==> src/rtl/seven_seg_capture.sv <==
// seven_seg_capture: recovers hex digits from a scanned, active-low
// seven-segment display bus once each display state has settled.
//
// Ports:
//   clock      in   system clock, rising edge
//   reset      in   asynchronous active-high reset
//   an[3:0]    in   anode bus, active-low, an[0] = rightmost digit
//   seg[6:0]   in   segment bus, active-low, seg[0]=a .. seg[6]=g
//   digits     out  captured nibbles, digits[4i+3:4i] belongs to an[i]
//   valid      out  valid[i] set while nibble i holds a good capture
//   frame_done out  one-cycle pulse when all four digits were seen
//   err        out  sticky flag for illegal anode/segment captures

module seven_seg_capture #(
    parameter int SETTLE_CYCLES = 4
) (
    input  logic        clock,
    input  logic        reset,
    input  logic [3:0]  an,
    input  logic [6:0]  seg,
    output logic [15:0] digits,
    output logic [3:0]  valid,
    output logic        frame_done,
    output logic        err
);

    localparam logic [7:0] FULL = 8'(SETTLE_CYCLES);
    localparam logic [7:0] LAST = 8'(SETTLE_CYCLES - 1);
    localparam logic [10:0] IDLE = 11'h7FF;

    logic [10:0] sample;
    logic [7:0]  count;
    logic [3:0]  seen;

    logic        same;
    logic        capture;
    logic        blank;
    logic        one_low;
    logic [1:0]  sel;
    logic        legal;
    logic [3:0]  hex;

    assign same    = ({an, seg} == sample);
    // Fires on the edge where the stable run reaches SETTLE_CYCLES.
    assign capture = same && (count == LAST);
    assign blank   = (an == 4'b1111);

    always_comb begin
        one_low = 1'b1;
        sel     = 2'd0;
        case (an)
            4'b1110: sel = 2'd0;
            4'b1101: sel = 2'd1;
            4'b1011: sel = 2'd2;
            4'b0111: sel = 2'd3;
            default: one_low = 1'b0;
        endcase
    end

    always_comb begin
        legal = 1'b1;
        hex   = 4'h0;
        case (seg)
            7'b1000000: hex = 4'h0;
            7'b1111001: hex = 4'h1;
            7'b0100100: hex = 4'h2;
            7'b0110000: hex = 4'h3;
            7'b0011001: hex = 4'h4;
            7'b0010010: hex = 4'h5;
            7'b0000010: hex = 4'h6;
            7'b1111000: hex = 4'h7;
            7'b0000000: hex = 4'h8;
            7'b0010000: hex = 4'h9;
            7'b0001000: hex = 4'hA;
            7'b0000011: hex = 4'hB;
            7'b1000110: hex = 4'hC;
            7'b0100001: hex = 4'hD;
            7'b0000110: hex = 4'hE;
            7'b0001110: hex = 4'hF;
            default:    legal = 1'b0;
        endcase
    end

    always_ff @(posedge clock or posedge reset) begin
        if (reset) begin
            sample     <= IDLE;
            count      <= 8'd0;
            seen       <= 4'b0000;
            digits     <= 16'h0000;
            valid      <= 4'b0000;
            frame_done <= 1'b0;
            err        <= 1'b0;
        end else begin
            sample     <= {an, seg};
            frame_done <= 1'b0;

            if (!same) begin
                count <= 8'd0;
            end else if (count < FULL) begin
                count <= count + 8'd1;
            end

            if (capture && !blank) begin
                if (one_low) begin
                    if (legal) begin
                        digits[{sel, 2'b00} +: 4] <= hex;
                        valid[sel] <= 1'b1;
                        // Completing the mask closes the frame.
                        if ((seen | ~an) == 4'b1111) begin
                            frame_done <= 1'b1;
                            seen       <= 4'b0000;
                        end else begin
                            seen <= seen | ~an;
                        end
                    end else begin
                        valid[sel] <= 1'b0;
                        err        <= 1'b1;
                    end
                end else begin
                    err <= 1'b1;
                end
            end
        end
    end

endmodule
==> config.mk <==
export PLATFORM = sky130hd
export DESIGN_NAME = seven_seg_capture
export DESIGN_NICKNAME = d
export VERILOG_FILES = /design/src/rtl/seven_seg_capture.sv
export SDC_FILE = /design/constraint.sdc
export NUM_CORES = 1
export LEC_CHECK = 0
export CORE_ASPECT_RATIO = 0.6
export CORE_MARGIN = 5
export CORE_UTILIZATION = 49
export DETAILED_ROUTE_END_ITERATION = 8
export GPL_TIMING_DRIVEN = 0
export PLACE_DENSITY_LB_ADDON = 0.3
export SYNTH_ARGS = -nofsm -noshare
export SYNTH_HDL_FRONTEND = slang
export SYNTH_SLANG_ARGS = --single-unit
==> constraint.sdc <==
create_clock -name clock -period 1.9 [get_ports clock]
set_input_delay 0.38 -clock clock [delete_from_list [all_inputs] [get_ports clock]]
set_output_delay 0.38 -clock clock [all_outputs]
set_load 0.005 [all_outputs]
==> results.json <==
{
  "status": "finished, violations left",
  "violations": "setup timing",
  "slowest_delay_ns": 0.52,
  "yosys_most_used_dff": "dfrtp_1",
  "setup_viol": 19,
  "cts_max_level": 2,
  "hpwl_um": 4370,
  "synth-xor-area-share_pct": 5.11,
  "vias": 2230,
  "vias_per_cell": 5.66,
  "final_area_um2": 3800,
  "placed_area_um2": 3080,
  "end_kind": "flip-flop",
  "grt-ovfl-total": 0,
  "syn_area_per_cell_um2": 10.4,
  "place_inst": 349,
  "dr_wl_met2_um": 3200,
  "initial_core_util_pct": 50.6,
  "cts_tree": "built",
  "period_needed_ns": 2.15,
  "finalHoldViolations": 0,
  "r2r_cells": 6,
  "crit_path_end": "digits[14]",
  "synthDistinctLibCells": 62,
  "cts_max_path_buffers": 2,
  "design_power_total_mw": 1.97,
  "powerDensity_nw_per_um2": 517,
  "std_cell_rows": 20,
  "utilization_pct": 74.9,
  "syn_area_um2": 2570,
  "synth_edf_count": 0,
  "cp_max_fo": 4,
  "clock-root-buffer": "clkbuf_8",
  "worst-slew-pin-transition_ns": 0.464,
  "grt_max_degree": 44,
  "slowest_stage": "or4b_4",
  "core_um2": 5080,
  "layout_setup_ws_ns": -0.246,
  "clkLatencyLatePin_ns": 0.31,
  "maxCapViolations": 0,
  "io_pins": 35,
  "critical_path_class": "in -> reg",
  "synth_fa_ha_area_share_pct": 2.44,
  "p_leak_nw": 1.74,
  "path_clk_slew_ns": 0.09,
  "grt_pass1_wl_um": 10900,
  "wl_met1_um": 3150,
  "drt_iter0_drc": 107,
  "dieHeight_um": 66.1,
  "syn2layout_area_growth_pct": 48.1,
  "nets": 345,
  "fmax_mhz": 466,
  "final_cell_mix": "dfrtp_1, buf_4, clkdlybuf4s50_1, inv_1",
  "ys_seq_elements": 45,
  "synth_top_family_by_area": "simple AND/OR/NAND/NOR gates",
  "holdWs_ns": 0.182,
  "rsz0062_at_grt": "yes",
  "place_ws_ns": -1.22,
  "grt_use_total_pct": 20.7,
  "drc": 0,
  "path_cells": "buf_8 > buf_8 > or4b_4 > a311oi_4 > and3b_4 > a211oi_4 > mux2_4",
  "synth_mux_area_share_pct": 6.14,
  "layout_commonest_cell": "dfrtp_1",
  "synth.yosys.seq_area_share_pct": 44.4,
  "grt_pass1_vias": 2184,
  "drive_gt1_share_pct": 40.5,
  "drtPass1Iterations": 4,
  "maxSlewViolCount": 0,
  "globalplace.congestion": 0.850,
  "reg2reg_from": "sample[7]",
  "hp-class": "in -> reg",
  "finalSetupTns_ns": -2.51,
  "cts.sinks": 45,
  "cp-start-kind": "primary input",
  "synth_compound_area_share_pct": 14.1,
  "period_share_pct": 113,
  "crit_arrival_ns": 2.34,
  "antenna_found_initial": 0,
  "crit_start": "seg[2]",
  "layout.cells.non_filler": 394,
  "rrSetupSlack_ns": -0.22,
  "async_flop_share_pct": 100,
  "netlist_instances": 248,
  "slew_headroom_pct": 68.3,
  "fin_skew_ns": 0.0148,
  "synth-warning-count": 0,
  "crit_path_frequent_cell": "buf_8",
  "fill_cells": 311,
  "route.top_layer_used": "met4",
  "die_area_um2": 6840,
  "port_buffers": 34,
  "crit-reg2reg-capture": "digits[14]",
  "die_w_um": 103,
  "yosys.area_share.simple_pct": 21.7,
  "cts_made_buffers": 5,
  "cp_data_required_time_ns": 2.10,
  "ant_nets": 0,
  "routedWlPerCell_um": 17.8,
  "vdd_drop_max_uv": 318,
  "antennaDiodeCount": 0,
  "synthesis.nets": 266,
  "dr_wl_met3_um": 514,
  "drt-total-wl_um": 7000
}
==> layer usage <==
layer,global-route usage (%),vias up
li1,-,1045
met1,30.3,1087
met2,31.0,80
met3,4.53,18
met4,5.17,0
met5,0,-
==> layout make-up <==
type,count,area [um2],area share [%]
clock buffer,6,82.6,2.17
sequential,45,1140,30.0
buffer,14,166,4.38
tap,66,82.6,2.17
timing repair buffer,72,662,17.4
clock inverter,2,13.8,0.362
inverter,23,86.3,2.27
multi-input combinational,166,1570,41.3
==> kinds of logic (layout without fill, tap and decap cells) <==
| kind of cell | Yosys count | count (layout) |
|---|---|---|
| AOI/OAI and AO/OA | 42 | 42 |
| and+or+nand+nor | 89 | 89 |
| buffers and inverters | 37 | 117 |
| DFF | 45 | 45 |
| xor gates and xnor gates | 15 | 15 |
| muxes | 15 | 15 |
| adders and majority gates | 5 | 5 |
==> cells in the mapped netlist, drive strengths merged, types with 2 or more instances <==
library cell,count,area (um2)
o2111ai,7,67.6
dfstp,11,289
and3,5,32.5
nor4,3,25.0
nor2,10,37.5
nand4,6,43.8
nand3,7,35.0
mux2i,9,90.1
o21ai,6,30.0
nor3b,3,22.5
buf,6,41.3
a21oi,7,35.0
dfrtp,34,851
and3b,2,21.3
nor4bb,2,20.0
o31a,4,35.0
nand3b,6,45.0
a2111oi,2,36.3
or2,3,18.8
or3b,3,26.3
nand2,17,63.8
inv,23,86.3
xnor2,12,105
nor3,4,20.0
o211a,2,27.5
or4,2,15.0
a21o,2,15.0
nor2b,2,12.5
o211ai,2,15.0
and4,4,37.5
mux2,6,67.6
ha,5,62.6
and2,6,37.5
xor2,3,26.3
clkbuf,8,30.0
a211o,2,17.5
==> timing repair <==
item	4_1_cts	5_1_grt
buffers inserted	31	5
pin swaps	23	19
gates cloned	2	0
gates resized for setup	87	33
hold buffers	0	0
endpoints found under the setup margin	34	26
==> worst min path at each step <==
| stage | from | cells after the start | end | slack (ns) |
|---|---|---|---|---|
| floorplan | seg[0] | 0 | sample[0] | 0.38 |
| global placement | err | 1 | err | 0.46 |
| detailed placement | err | 1 | err | 0.47 |
| CTS | seg[2] | 1 | sample[2] | 0.18 |
| global route | seg[2] | 1 | sample[2] | 0.17 |
| finish | seg[2] | 1 | sample[2] | 0.18 |
==> critical path: cells and delay by family <==
family / cells / cell delay [ns]
AOI/OAI and AO/OA: 2 / 0.62
buffers and inverters: 2 / 0.21
muxes: 1 / 0.33
and+or+nand+nor: 2 / 0.79
==> flip-flops by register name, summed over array words and instances (netlist names), named ones only <==
name        flops
seen            4
err             1
frame_done      1
count           8
digits         16
sample         11
==> report_power, final <==
part           internal (mW)  switching, mW  total (mW)
Clock                  0.295          0.350       0.645
Combinational          0.156          0.181       0.337
Sequential             0.979        0.00731       0.986
Total                   1.43          0.538        1.97
No activity file was read; power rests on OpenSTA's default activity.
